## src/rtl/mips_muldiv_unit.sv

```systemverilog
// rtl/mips_muldiv_unit.sv - MIPS HI/LO multiply/divide unit
// Iterative shift-add multiplier and restoring divider, one operand bit per cycle.
package mips_pkg;
  typedef logic [5:0] funct_t;
  localparam funct_t FUNCT_MTHI  = 6'h11;
  localparam funct_t FUNCT_MTLO  = 6'h13;
  localparam funct_t FUNCT_MULT  = 6'h18;
  localparam funct_t FUNCT_MULTU = 6'h19;
  localparam funct_t FUNCT_DIV   = 6'h1A;
  localparam funct_t FUNCT_DIVU  = 6'h1B;
  localparam funct_t FUNCT_ADD   = 6'h20;
endpackage

module mips_muldiv_unit #(
  parameter int DATA_WIDTH = 32
) (
  input  logic                  clk,
  input  logic                  rst,
  input  logic                  start,
  input  mips_pkg::funct_t      funct,
  input  logic [DATA_WIDTH-1:0] rs_data,
  input  logic [DATA_WIDTH-1:0] rt_data,
  output logic                  busy,
  output logic                  done,
  output logic                  div_by_zero,
  output logic [DATA_WIDTH-1:0] hi,
  output logic [DATA_WIDTH-1:0] lo
);
  import mips_pkg::*;

  localparam int W  = DATA_WIDTH;
  localparam int CW = $clog2(W);

  typedef enum logic [1:0] {S_IDLE, S_MUL, S_DIV, S_FIN} state_t;

  state_t          state, state_nxt;
  logic [2*W:0]    acc;
  logic [2*W:0]    acc_nxt;
  logic [W-1:0]    opb;
  logic [CW-1:0]   cnt;
  logic            neg_q, neg_r, dbz_q;

  logic            accept, is_mul, is_div, is_signed, rt_zero, last;
  logic            a_neg, b_neg;
  logic [W-1:0]    a_mag, b_mag;
  logic [W:0]      mul_sum, div_shift, div_rem;
  logic            div_ge;
  logic [2*W-1:0]  prod, prod_fix;
  logic [W-1:0]    quot, rem, quot_fix, rem_fix;

  assign accept    = start && (state == S_IDLE || state == S_FIN);
  assign is_mul    = (funct == FUNCT_MULT) || (funct == FUNCT_MULTU);
  assign is_div    = (funct == FUNCT_DIV)  || (funct == FUNCT_DIVU);
  assign is_signed = (funct == FUNCT_MULT) || (funct == FUNCT_DIV);
  assign rt_zero   = (rt_data == '0);
  assign last      = (cnt == CW'(W - 1));

  assign a_neg = is_signed && rs_data[W-1];
  assign b_neg = is_signed && rt_data[W-1];
  assign a_mag = a_neg ? -rs_data : rs_data;
  assign b_mag = b_neg ? -rt_data : rt_data;

  // acc holds {partial/remainder (W+1), multiplier/quotient (W)} for both ops
  assign mul_sum   = acc[2*W:W] + (acc[0] ? {1'b0, opb} : {(W+1){1'b0}});
  assign div_shift = {acc[2*W-1:W], acc[W-1]};
  assign div_ge    = (div_shift >= {1'b0, opb});
  assign div_rem   = div_ge ? (div_shift - {1'b0, opb}) : div_shift;
  assign acc_nxt   = (state == S_MUL) ? {1'b0, mul_sum, acc[W-1:1]}
                                      : {div_rem, acc[W-2:0], div_ge};

  assign prod     = acc_nxt[2*W-1:0];
  assign prod_fix = neg_q ? -prod : prod;
  assign quot     = acc_nxt[W-1:0];
  assign rem      = acc_nxt[2*W-1:W];
  assign quot_fix = neg_q ? -quot : quot;
  assign rem_fix  = neg_r ? -rem : rem;

  always_ff @(posedge clk or posedge rst) begin
    if (rst) state <= S_IDLE;
    else     state <= state_nxt;
  end

  always_comb begin
    state_nxt = state;
    case (state)
      S_IDLE, S_FIN: begin
        state_nxt = S_IDLE;
        if (start && is_mul)      state_nxt = S_MUL;
        else if (start && is_div) state_nxt = rt_zero ? S_FIN : S_DIV;
      end
      S_MUL, S_DIV: if (last) state_nxt = S_FIN;
      default: state_nxt = S_IDLE;
    endcase
  end

  always_comb begin
    busy        = (state == S_MUL) || (state == S_DIV);
    done        = (state == S_FIN);
    div_by_zero = (state == S_FIN) && dbz_q;
  end

  always_ff @(posedge clk or posedge rst) begin
    if (rst) begin
      acc   <= '0;
      opb   <= '0;
      cnt   <= '0;
      neg_q <= 1'b0;
      neg_r <= 1'b0;
      dbz_q <= 1'b0;
      hi    <= '0;
      lo    <= '0;
    end else if (accept) begin
      if (is_mul || is_div) begin
        acc   <= {{(W+1){1'b0}}, a_mag};
        opb   <= b_mag;
        cnt   <= '0;
        neg_q <= a_neg ^ b_neg;
        neg_r <= a_neg;
        dbz_q <= is_div && rt_zero;
      end else if (funct == FUNCT_MTHI) begin
        hi <= rs_data;
      end else if (funct == FUNCT_MTLO) begin
        lo <= rs_data;
      end
    end else if (busy) begin
      acc <= acc_nxt;
      cnt <= cnt + CW'(1);
      // Final iteration writes the sign-corrected result in the same edge
      if (last && state == S_MUL) begin
        hi <= prod_fix[2*W-1:W];
        lo <= prod_fix[W-1:0];
      end else if (last) begin
        hi <= rem_fix;
        lo <= quot_fix;
      end
    end
  end

endmodule

```

## config.mk

```make
export PLATFORM = sky130hd
export DESIGN_NAME = mips_muldiv_unit
export DESIGN_NICKNAME = d
export VERILOG_FILES = /design/src/rtl/mips_muldiv_unit.sv
export SDC_FILE = /design/constraint.sdc
export NUM_CORES = 1
export LEC_CHECK = 0
export BUFFER_PORTS_ARGS = -buffer_cell sky130_fd_sc_hd__buf_2
export CAP_MARGIN = 20
export CORE_MARGIN = 5
export CORE_UTILIZATION = 50
export CTS_CLUSTER_DIAMETER = 100
export DETAILED_ROUTE_END_ITERATION = 7
export HOLD_SLACK_MARGIN = 0.1
export PLACE_DENSITY_LB_ADDON = 0.08
export SYNTH_ARGS = -nofsm -noshare
export SYNTH_HDL_FRONTEND = slang
export SYNTH_SLANG_ARGS = --single-unit
export TNS_END_PERCENT = 10
```

## constraint.sdc

```tcl
create_clock -name clk -period 4.9 [get_ports clk]
set_input_delay 0.245 -clock clk [delete_from_list [all_inputs] [get_ports clk]]
set_output_delay 0.245 -clock clk [all_outputs]
set_load 0.03 [all_outputs]
```

Yosys cells after proc, flatten, opt, wreduce, memory -nomap -nowiden
Cells that the tools add are included.
W data, S select, Z words.
Storage, ports and cells
  register bits: 171
  input port bits: 73
  output and inout port bits: 67
  word-level logic and storage cells: 91
Operators by class
  $add $sub $neg: 8
  magnitude comparators: 1
  equality and inequality tests: 16
  muxes and demuxes: 32
  bitwise operators: 1
  reduce and logical (&&, ||, !) cells: 24
Operators by type and width (number)
  $mux W32: 18
  $mux W65: 4
  $neg A32 Y32: 4
  $mux W64: 1
  $neg A64 Y64: 1
  $eq A6 B5 Y1 const B: 6
  $add A33 B32 Y33: 1
  $ge A33 B32 Y1: 1
  $mux W33: 1
  $sub A33 B32 Y33: 1
  $logic_not A32 Y1: 1
  $mux W5: 3
  $logic_and A1 B1 Y1: 8
  $logic_or A1 B1 Y1: 6
  $mux W2: 3
  $ne A2 B1 Y1 const B: 3
  $ne A2 B2 Y1 const B: 3
  $add A5 B1 Y5 const B: 1
  $eq A5 B5 Y1 const B: 1
  $reduce_and A5 Y1: 1
  $eq A2 B2 Y1 const B: 2
  $pmux W2 S2: 1
  $reduce_and A2 Y1: 2
  $reduce_and A4 Y1: 1
  7 further kinds: 8

Depth between registers and ports, before layout
Gate-level depths: netlist of the first run.
  depth in word-level cells: 9
  gate-level depth with buffers: 26

Worst setup path after synthesis of the first run
OpenSTA, ideal clock, no wires.
  path type: reg-to-reg
  start point: register acc[49]
  end point: register hi[30]
  library setup time: 142 ps
  data arrival time: 4463 ps
  data required time: 4758 ps
  slack: 295 ps
  cell stages (with the launch flop): 26
  cell sequence: dfrtp_1 > ha_1 > buf_2 > nand4_2 > nor4_2 > a31oi_4 > nand3_4 > nor3_4 > buf_6 > buf_6 > buf_2 > buf_2 > nand2_1 > a21oi_1 > a21oi_1 > ha_1 > inv_1 > nor4_1 > mux2i_1 > o32a_1 > o22ai_1 > a41oi_1 > o311ai_2 > o21ai_1 > xor2_1 > o221ai_1
On the way
  word-level cells in the longest chain between the ends: 9
Ends and longest elaborated chain
  from (decl): line 37  | logic [2*W:0] acc;
  from (signal assigned): line 114  | acc <= {{(W+1){1'b0}}, a_mag};
  from (signal assigned): line 126  | acc <= acc_nxt;
  $sub A33 B32 Y33 / $ge A33 B32 Y1 (equally long branches): line 67, 66
  $mux W33: line 67  | assign div_rem = div_ge ? (div_shift - {1'b0, opb}) : div_shift;
  $mux W65 (*): line 68  | assign acc_nxt = (state == S_MUL) ? {1'b0, mul_sum, acc[W-1:1]}
  $neg A32 Y32: line 76  | assign rem_fix = neg_r ? -rem : rem;
  $mux W32: line 76
  $mux W32: line 132  | end else if (last) begin
  $mux W32 (*): line 129  | if (last && state == S_MUL) begin
  $mux W32 (*): line 125  | end else if (busy) begin
  $mux W32 (*): line 112  | end else if (accept) begin
  to (signal assigned): line 121  | hi <= rs_data;
  to (signal assigned): line 130  | hi <= prod_fix[2*W-1:W];
  to (signal assigned): line 133  | hi <= rem_fix;
  to (decl): line 26  | output logic [DATA_WIDTH-1:0] hi,
Mark *: on every way between the ends. The rest lies on a longest branch, timed or not. The select of a mux whose other input is x is not followed.
A chain may end at the register's enable or synchronous reset.

Final worst setup path of the first run
  start point: register acc[0]
  end point: register hi[31]
On the way
  word-level cells in the longest chain between the ends: 9
Ends and longest elaborated chain
  $mux W32: line 64  | assign mul_sum = acc[2*W:W] + (acc[0] ? {1'b0, opb} : {(W+1){1'b0}});
  $add A33 B32 Y33: line 64
  $mux W65 (*): line 68
  $neg A32 Y32: line 76
  $mux W32: line 76
  $mux W32: line 132
  $mux W32 (*): line 129
  $mux W32 (*): line 125
  $mux W32 (*): line 112
Marked as above.

==> results of run 1 <==
tightest hold or removal path: stages:
cell and delay (ns):
buf_2 0.10, xnor2_1 0.12, o21ai_0 0.07
flip-flops by register name, indices dropped and copies added (netlist names):
signal	flops
acc	65
cnt	5
dbz_q	1
hi	32
lo	32
neg_q	1
neg_r	1
opb	32
state	2
cells by family (layout without fill, tap and decap cells):
kind of cell / Yosys count / in the layout / synth area share
flops: 171 / 171 / 0.272
simple gates: 787 / 787 / 0.239
mux: 64 / 64 / 0.0437
compound gates: 648 / 648 / 0.256
buf+inv: 184 / 365 / 0.0468
fa+ha+maj: 74 / 74 / 0.0598
xor+xnor: 147 / 147 / 0.0818
per-layer routing:
metal / vias to the layer above / GRT usage
li1: 7797 / -
met1: 7936 / 0.508
met2: 888 / 0.484
met3: 91 / 0.0976
met4: 0 / 0.0864
met5: - / 0
layout by cell type (no fill, tap or decap), types with 22 or more instances in the layout:
cell type / netlist / layout
nor4_1: 25 / 24
or3_1: 25 / 25
mux2_2: 26 / 26
mux2i_1: 36 / 36
and3_1: 22 / 22
o21ai_0: 263 / 261
nand3_1: 68 / 68
ha_1: 72 / 71
inv_1: 73 / 72
dfrtp_1: 171 / 171
buf_4: 2 / 112
and2_1: 46 / 45
a21o_1: 26 / 26
o31ai_1: 30 / 30
xor2_1: 58 / 58
nor2_1: 144 / 142
xnor2_1: 89 / 89
buf_2: 19 / 139
nor3_1: 40 / 40
a21oi_1: 148 / 147
nand2_1: 321 / 319
layout make-up:
| cell class | count | area [um^2] | share of cell area |
|---|---|---|---|
| Multi-Input combinational cell | 1720 | 10800 | 0.596 |
| Sequential cell | 171 | 4280 | 0.236 |
| Timing Repair Buffer | 260 | 1630 | 0.0896 |
| Tap cell | 402 | 503 | 0.0277 |
| Clock buffer | 18 | 439 | 0.0242 |
| Inverter | 73 | 279 | 0.0154 |
| Clock inverter | 14 | 209 | 0.0115 |
path summary, 6_finish.rpt:
kind / from / end / slack, ns / cells after the start
max in group asynchronous: rst / hi[19] / 3.26 / 4
min: rt_data[4] / opb[4] / 0.11 / 3
max: acc[0] / hi[31] / 0.05 / 16
max reg2reg: acc[0] / hi[31] / 0.05 / 16
min reg2reg: hi[5] / hi[5] / 0.48 / 2
min in group asynchronous: rst / lo[27] / 0.43 / 3
stage by stage:
stage	hold slack (ns)	cells	setup WS (ns)	power, mW	util
2_1_floorplan	0.375	2075	0.0232	9.61	-
3_3_place_gp	0.397	2614	0.170	13.7	0.553
3_5_place_dp	0.402	2614	0.0254	13.7	0.553
4_1_cts	0.102	2655	0.0351	15.3	0.577
5_1_grt	0.141	2658	-0.0876	16.7	0.580
6_report	0.114	2658	0.0505	15.7	0.580
power by group through the flow:
stage	clock [mW]	combinational, mW	sequential [mW]
6_report	1.55	11.6	2.54
5_1_grt	1.62	12.4	2.62
4_1_cts	1.57	11.3	2.52
2_1_floorplan	0	6.74	2.87
3_3_place_gp	0	11.2	2.52
3_5_place_dp	0	11.2	2.55
cell usage after synthesis, types with 5 or more instances:
| master | count |
|---|---|
| and3_1 | 22 |
| mux2_2 | 26 |
| or4_1 | 5 |
| nor3_1 | 40 |
| dfrtp_1 | 171 |
| xor2_1 | 58 |
| nand3_1 | 68 |
| a41oi_1 | 6 |
| o2bb2ai_1 | 6 |
| a21o_1 | 26 |
| nand4_1 | 19 |
| a21oi_1 | 148 |
| or2_2 | 12 |
| buf_2 | 19 |
| xnor2_1 | 89 |
| a21boi_0 | 7 |
| nor2b_1 | 6 |
| nand2b_1 | 15 |
| buf_1 | 5 |
| a211o_1 | 6 |
| and2_1 | 46 |
| o221ai_1 | 13 |
| o41ai_1 | 8 |
| a22oi_1 | 5 |
| o21a_1 | 13 |
| o21ai_1 | 6 |
| inv_1 | 73 |
| nor3b_1 | 9 |
| a31oi_1 | 16 |
| nor2_1 | 144 |
| o211ai_1 | 17 |
| o31ai_1 | 30 |
| clkbuf_1 | 83 |
| nor4_1 | 25 |
| nand2_1 | 321 |
| a211oi_1 | 15 |
| o21bai_1 | 6 |
| o21ai_0 | 263 |
| a221o_1 | 6 |
| ha_1 | 72 |
| mux2i_1 | 36 |
| or3_1 | 25 |
what timing repair did:
action,CTS,global route
setup endpoints to repair,0,26
endpoints found under the hold margin,79,0
gates resized for setup,0,13
buffers inserted,0,3
hold buffers,9,0
==> impl_results.md, run 1 <==
- Area growth, synth to finish: 15.4%
- Critical Path Fanout Max: 13
- P_leak: 8.05 nW
- Commonest register cell after synthesis: dfrtp_1
- Worst skew pair latency: 0.47 ns
- CTS tree: done
- # IOs: 140
- Post-route clock period utilization: 0.990
- Max Used Layer: met4
- Req. time, crit path: 5.20 ns
- Gr usage total: 0.341
- Logic pwr share: 0.740
- Worst-path cell chain: buf_4 > and2_1 > ha_1 > or3_1 > o22ai_1 > nand2_1 > buf_4 > a21oi_1 > xnor2_1 > and4_1 > o211ai_4 > nor3_4 > nor3b_1 > a41oi_1 > xnor2_1 > o221ai_1
- Fraction of registers with async set or reset after synthesis: 1.00
- Worst setup EP type: flop
- DR WL/cell: roughly 23 um
- TritonCTS Buffers: 17
- Post-DRT Antenna Nets: 0
- Vias/cell: ~6.3
- Slew margin rel.: 0.342
- Avg Cell Area, Syn: ~7.6 um^2
- Die span in x: 187 um
- Area share of the largest cell type after synthesis: 0.272
- VDD IR max: between 0.4 and 0.5 mV
- Final hold violation count: 0
- Total gr overflow: 0
- Share of cells above drive strength 1: 0.161
- Buf/Inv on CP: 2
- PwrDens: slightly below 900 nW/um^2
- Hold WC Path Type: input port to flop
- Clock Sinks: about 170
- Placer congestion estimate: ~1.0
- Flop and latch count out of synthesis: roughly 170
- Unique masters post-synth: 90
- Final Skew: approximately 0.0095 ns
- Final antenna diode count: 0
- Initial Util: 0.502
- Routed vias: ~17000
- CP max stage cell: o22ai_1
- Post-synth EDFFs: 0
- Synth Instances: approximately 2100
- Design area: between 15000 and 20000 um^2
- CP Class: flop to flop
- Cell internal pwr: between 7 and 8 mW
- Die height: between 150 and 200 um
- Count of input and output buffers: ~140
- Wire length on met2: about 25000 um
- RSZ-0062 raised after global routing: yes
- Sw Pwr: 8.63 mW
- Vias in the first global route: 15600
- Met1 Wirelength: around 28000 um
- Actual slew at the worst max-slew pin: 0.987 ns
- Fmax achieved: 0.206 GHz
- Crit start category: flop
- Sw Ratio: 0.549
- Synthesized area: approximately 16000 um^2
- Post-Route Setup TNS: 0 ns
- Met3 WL: slightly below 7000 um
- Final net count: about 2400
- Largest delay contributor family on the critical path: simple AND/OR/NAND/NOR gates
- First-pass GRT wire length: 93800 um
- Area leader, netlist: dfrtp_1
- Pre-antenna DRT Iters: 6
- Die area: between 30000 and 40000 um^2
- Reg power frac: 0.162
- Clock group share of total power: 0.098
- H-tree depth: 4
- Slew Limit Fails: 0
- Maximum clock path buffer count: 2
- # fillers: between 2000 and 3000
- Max-Cap Viols: 0
- Total wire length: slightly above 60000 um
- Register area share after synthesis: 0.272
- Synth warn: 0
- Area after DPL: 17300 um^2
- Status: finished, final reports clean
- Largest net degree at the start of global routing: just over 90
- Antenna violations before repair: 0
- Row cnt: 65
- Root buf cell: clkbuf_16
- Area contributors post-synth: dfrtp_1, o21ai_0, nand2_1
- Syn_nets: 2222
- Core footprint: around 31000 um^2
- Slowest cell delay on critical path: ~0.64 ns
- Setup violators final: 0
- DRC Markers: 0
- Minimum clock period: roughly 4.8 ns
- Arr. time, crit path: ~5.2 ns
- Worst-path clk slew: roughly 0.070 ns
- Starting DRT DRC Count: approximately 2100
- Post-DP HPWL: 47800 um
Power figures use the tool's default switching activity.
==> run 2: changes to the inputs <==
- SETUP_SLACK_MARGIN: default -> 0.5
==> impl_results.md, run 2 (same netlist as run 1, synthesis figures left out) <==
- Commonest cells after routing, fill and taps aside: nand2_1, o21ai_0, dfrtp_1, buf_4, nor2_1 (was nand2_1, o21ai_0, dfrtp_1, a21oi_1, nor2_1)
- Most flop-heavy register: acc (unchanged)
- Req. time, crit path: 5.19 ns (was 5.20 ns)
- DRC Markers: 0 (unchanged)
- Hold WC Path Type: input port to flop (unchanged)
- Share of cells above drive strength 1: 0.224 (was 0.161)
- Total wire length: 63100 um (was 61200 um)
- Vias in the first global route: 15900 (was 15600)
- RSZ-0062 raised after global routing: yes (unchanged)
- Vias/cell: 6.32 (was 6.29)
- Die span in x: 187 um (unchanged)
- # placed instances: 2626 (was 2614)
- P_leak: 8.29 nW (was 8.05 nW)
- Setup violators final: 0 (unchanged)
- Area growth, synth to finish: 22.3% (was 15.4%)
- Final net count: 2430 (was 2390)
- Worst-path clk slew: 0.08 ns (was 0.07 ns)
- Die height: 187 um (unchanged)
- Final Skew: 0.0161 ns (was 0.00952 ns)
- Final hold violation count: 0 (unchanged)
- Clock Sinks: 171 (unchanged)
- Max-Cap Viols: 0 (unchanged)
- Worst setup EP type: flop (unchanged)
- Die area: 35100 um^2 (unchanged)
- Slew margin rel.: 0.377 (was 0.342)
- Post-DRT Antenna Nets: 0 (unchanged)
- Antenna violations before repair: 1 (was 0)
- # fillers: 2897 (was 2943)
- Routed vias: 17100 (was 16700)
- H-tree depth: 4 (unchanged)
- Gr usage total: 0.347 (was 0.341)
- Slowest cell delay on critical path: 0.47 ns (was 0.64 ns)
- Fmax achieved: 0.225 GHz (was 0.206 GHz)
- Post-DP HPWL: 48400 um (was 47800 um)
- Starting DRT DRC Count: 1715 (was 2083)
- CP Class: flop to flop (unchanged)
- Crit start category: flop (unchanged)
- Maximum clock path buffer count: 2 (unchanged)
- Worst hold slack: 0.108 ns (was 0.114 ns)
- CTS tree: done (unchanged)
- Worst-path cell chain: buf_4 > and2_1 > ha_1 > a21oi_1 > o211ai_1 > o211a_1 > a221o_1 > or3_1 > o311a_1 > o211ai_1 > nand2_1 > nor2_1 > and4_1 > a41oi_1 > xnor2_1 > o221ai_1 (was buf_4 > and2_1 > ha_1 > or3_1 > o22ai_1 > nand2_1 > buf_4 > a21oi_1 > xnor2_1 > and4_1 > o211ai_4 > nor3_4 > nor3b_1 > a41oi_1 > xnor2_1 > o221ai_1)
- TritonCTS Buffers: 17 (unchanged)
- Arr. time, crit path: 4.74 ns (was 5.15 ns)
- Total gr overflow: 0 (unchanged)
- Largest register FFs: 65 (unchanged)
- Row cnt: 65 (unchanged)
- PwrDens: 882 nW/um^2 (was 865 nW/um^2)
- First-pass GRT wire length: 95300 um (was 93800 um)
- Worst skew pair latency: 0.47 ns (about the same)
- Critical Path Fanout Max: 11 (was 13)
- FF-to-FF setup slack: 0.45 ns (was 0.05 ns)
- Slew Limit Fails: 0 (unchanged)
- Post-route clock period utilization: 0.907 (was 0.990)
- Non-filler instance count after layout: 2699 (was 2658)
- Largest net degree at the start of global routing: 128 (was 93)
- Most frequent cell on the critical path: o211ai_1
- Pre-antenna DRT Iters: 6 (unchanged)
- Count of input and output buffers: 139 (unchanged)
- Status: finished, final reports clean (unchanged)
- Post-Route Setup TNS: 0 ns (unchanged)
- Placer congestion estimate: 0.989 (was 1.03)
- Core footprint: 31300 um^2 (unchanged)
- DR WL/cell: 23.4 um (was 23.0 um)
- CP max stage cell: dfrtp_2 (was o22ai_1)
- Root buf cell: clkbuf_16 (unchanged)
- Initial Util: 0.502 (unchanged)
- Actual slew at the worst max-slew pin: 0.932 ns (was 0.987 ns)
- Minimum clock period: 4.45 ns (was 4.85 ns)
- Most common cell after layout, fill and taps aside: nand2_1 (unchanged)
- # IOs: 140 (unchanged)
- VDD IR max: 0.475 mV (was 0.408 mV)
run 2: cell types whose count changed in the layout (fill, tap and decap cells not counted), sizes merged:
cell	delta
buf	+40
clkbuf	+3
inv	-3
clkinv	+1
diode	+1
dlygate4sd3	-1
run 2: metal layers:
metal | share of wire | track usage | vias up
met5 | 0.00011 | 0 | -
met3 | 0.099 | 0.0849 | 121
li1 | - | - | 7880
met2 | 0.41 | 0.485 | 864
met1 | 0.46 | 0.522 | 8195
met4 | 0.032 | 0.115 | 2
run 2: area by class of cell:
cell class,count,area [um^2],area share
inverter,73,278,0.0144
tap,402,503,0.0261
timing repair buffer,300,1990,0.103
antenna,1,2.50,0.000130
clock buffer,20,467,0.0243
sequential,171,4300,0.223
multi-input combinational,1720,11500,0.599
clock inverter,12,181,0.00943
run 2: final timing paths:
check	end	start	cells past startpoint
hold / removal	opb[5]	rt_data[5]	3
setup / recovery	hi[31]	acc[0]	16
setup reg to reg	hi[31]	acc[0]	16
hold reg to reg	hi[11]	hi[11]	2
max in group asynchronous	acc[39]	rst	5
min in group asynchronous	hi[21]	rst	4
run 2: what timing repair did:
action,4_1_cts,5_1_grt
endpoints found under the hold margin,52,0
resized for setup,33,140
pin swaps,5,35
buffers inserted,6,25
gates cloned,0,1
setup endpoints to repair,31,34
hold buffers,8,0
run 2: worst max-delay path, delay by kind of cell (launching register included):
kind                       cells  cell delay (ns)
buffers and inverters          1             0.20
and+or+nand+nor                5             1.16
DFF                            1             0.47
xor gates and xnor gates       1             0.27
adders and majority gates      1             0.40
AOI/OAI and AO/OA              8             1.75
run 2: power by group:
part	internal (mW)	switching (mW)	leakage, nW
registers	2.02	0.614	2.14
clock network	0.900	0.654	0.317
logic	4.92	7.86	5.83
total	7.83	9.12	8.29
run 2: through the flow:
stage	setup WS (ns)	area, um^2	power [mW]	util
after floorplan	0.295	15700	9.61	-
after global routing	0.304	19200	18.0	0.614
after detailed placement	0.159	17400	13.8	0.557
after CTS	0.443	18400	15.6	0.586
final	0.455	19200	17.0	0.614
after global placement	0.270	17400	13.8	0.557
==> run 3: changes to the inputs <==
- RECOVER_POWER: default -> 50
==> impl_results.md, run 3 (same netlist as run 1, synthesis figures left out) <==
- Reg-to-reg startpoint: acc[0] (unchanged)
- Count of input and output buffers: 139 (unchanged)
- CP Class: flop to flop (unchanged)
- Core footprint: 31300 um^2 (unchanged)
- Final antenna diode count: 0 (was 1)
- Hold WC Path Type: input port to flop (unchanged)
- Die area: 35100 um^2 (unchanged)
- Commonest cells after routing, fill and taps aside: nand2_1, o21ai_0, dfrtp_1, buf_4, nor2_1 (unchanged)
- Worst-path clk slew: 0.08 ns (about the same)
- CTS tree: done (unchanged)
- Storage cell area: 4300 um^2 (unchanged)
- Initial Util: 0.502 (unchanged)
- Hold path startpoint: rt_data[10] (was rt_data[5])
- Final net count: 2430 (unchanged)
- Max-Cap Viols: 2 (was 0)
- RSZ-0062 raised after global routing: yes (unchanged)
- Hold endpoint: opb[10] (was opb[5])
- # fillers: 2946 (was 2897)
- Total gr overflow: 0 (unchanged)
- P_leak: 8.04 nW (was 8.29 nW)
- Final hold violation count: 0 (unchanged)
- Antenna violations before repair: 1 (unchanged)
- Die height: 187 um (unchanged)
- Critical R2R Capture: hi[31] (unchanged)
- Post-DRT Antenna Nets: 0 (unchanged)
- Share of cells above drive strength 1: 0.193 (was 0.224)
- Pre-antenna DRT Iters: 6 (unchanged)
- Worst setup EP type: flop (unchanged)
- Fmax achieved: 0.229 GHz (was 0.225 GHz)
- Post-DP HPWL: 48400 um (unchanged)
- Die span in x: 187 um (unchanged)
- Placer congestion estimate: 0.989 (unchanged)
- Overall power: 16.9 mW (was 17.0 mW)
- Most common cell after layout, fill and taps aside: nand2_1 (unchanged)
- Status: finished, violations left (was finished, final reports clean)
- Reg2Reg Depth: 16 (unchanged)
- Root buf cell: clkbuf_16 (unchanged)
- Failing checks: capacitance limit, slew limit
- Final Skew: 0.0155 ns (was 0.0161 ns)
- First-pass GRT wire length: 95300 um (unchanged)
- DRC Markers: 0 (unchanged)
- # IOs: 140 (unchanged)
- Area growth, synth to finish: 21.6% (was 22.3%)
- Gr usage total: 0.347 (unchanged)
- Minimum clock period: 4.37 ns (was 4.45 ns)
- Slew margin rel.: -0.834 (was 0.377)
- Largest net degree at the start of global routing: 128 (unchanged)
- Most flop-heavy register: acc (unchanged)
- PwrDens: 883 nW/um^2 (was 882 nW/um^2)
- Post-Route Setup TNS: 0 ns (unchanged)
- H-tree depth: 4 (unchanged)
- FF-to-FF setup slack: 0.53 ns (was 0.45 ns)
- Crit start category: flop (unchanged)
- Starting DRT DRC Count: 1892 (was 1715)
- Vias in the first global route: 15900 (unchanged)
- Vias/cell: 6.31 (was 6.32)
- Critical Path Fanout Max: 11 (unchanged)
- Setup violators final: 0 (unchanged)
- Routed vias: 17000 (was 17100)
- Largest register FFs: 65 (unchanged)
- Worst skew pair latency: 0.47 ns (about the same)
- Clock Sinks: 171 (unchanged)
- VDD IR max: 0.476 mV (was 0.475 mV)
- Arr. time, crit path: 4.66 ns (was 4.74 ns)
- Row cnt: 65 (unchanged)
- Actual slew at the worst max-slew pin: 2.75 ns (was 0.932 ns)
- Req. time, crit path: 5.19 ns (about the same)
- Hold Path Stages: 3 (unchanged)
- Total wire length: 63000 um (was 63100 um)
- Post-route clock period utilization: 0.891 (was 0.907)
- Area of the multi-input gates: 11500 um^2 (about the same)
- Maximum clock path buffer count: 2 (unchanged)
- DR WL/cell: 23.4 um (about the same)
- TritonCTS Buffers: 17 (unchanged)
- Slew Limit Fails: 82 (was 0)
==> run 3: worst max-delay path, cell delays in order (launching register included) <==
cell	delay (ns)
dfrtp_2	0.48
buf_4	0.20
and2_1	0.15
ha_1	0.40
a21oi_1	0.31
o211ai_1	0.17
o211a_1	0.19
a221o_1	0.37
or3_1	0.37
o311a_1	0.15
o211ai_1	0.19
nand2_1	0.14
nor2_1	0.27
and4_1	0.24
a41oi_1	0.15
xnor2_1	0.25
o221ai_1	0.15
==> run 3: worst max-delay path by stage <==
stage / start / to / slack (ns) / depth (start not counted)
after floorplan: acc[49] / hi[30] / 0.29 / 25
after global placement: acc[55] / hi[18] / 0.27 / 19
after detailed placement: acc[55] / hi[18] / 0.16 / 19
after CTS: acc[41] / hi[16] / 0.44 / 20
after global routing: opb[22] / hi[14] / 0.30 / 22
final: acc[0] / hi[31] / 0.53 / 16
==> run 3: final cells by class <==
type / instances / share of cell area
Multi-Input combinational cell: 1720 / 0.602
Clock inverter: 12 / 0.00948
Tap cell: 402 / 0.0263
Timing Repair Buffer: 300 / 0.0989
Inverter: 73 / 0.0145
Clock buffer: 20 / 0.0244
Sequential cell: 171 / 0.225
==> run 3: report_power, final <==
part	switching, mW	internal, mW	total, mW
Clock	0.659	0.900	1.56
Combinational	7.85	4.85	12.7
Sequential	0.618	2.02	2.64
==> run 3: what timing repair did <==
action / CTS / global route
endpoints found under the setup margin: 31 / 34
pin swaps: 5 / 35
hold buffers: 8 / 0
buffers inserted: 6 / 25
gates cloned: 0 / 1
hold endpoints to repair: 52 / 0
resized for setup: 33 / 140
==> run 3: routing by layer <==
layer  vias to the layer above  track usage  wire length (um)
met5                         -            0                 7
met4                         2        0.115              2080
met3                       131       0.0849              6330
met2                       901        0.485             25600
met1                      8115        0.522             29100
li1                       7876            -                 -
==> run 3: metrics by stage <==
stage | std cells | instance area [um^2] | worst slack, ns | hold WS (ns) | util
floorplan | 2075 | 15700 | 0.295 | 0.375 | -
global route | 2698 | 19100 | 0.304 | 0.136 | 0.611
detailed placement | 2626 | 17400 | 0.159 | 0.467 | 0.557
finish | 2698 | 19100 | 0.533 | 0.106 | 0.611
global placement | 2626 | 17400 | 0.270 | 0.461 | 0.557
CTS | 2672 | 18400 | 0.443 | 0.100 | 0.586
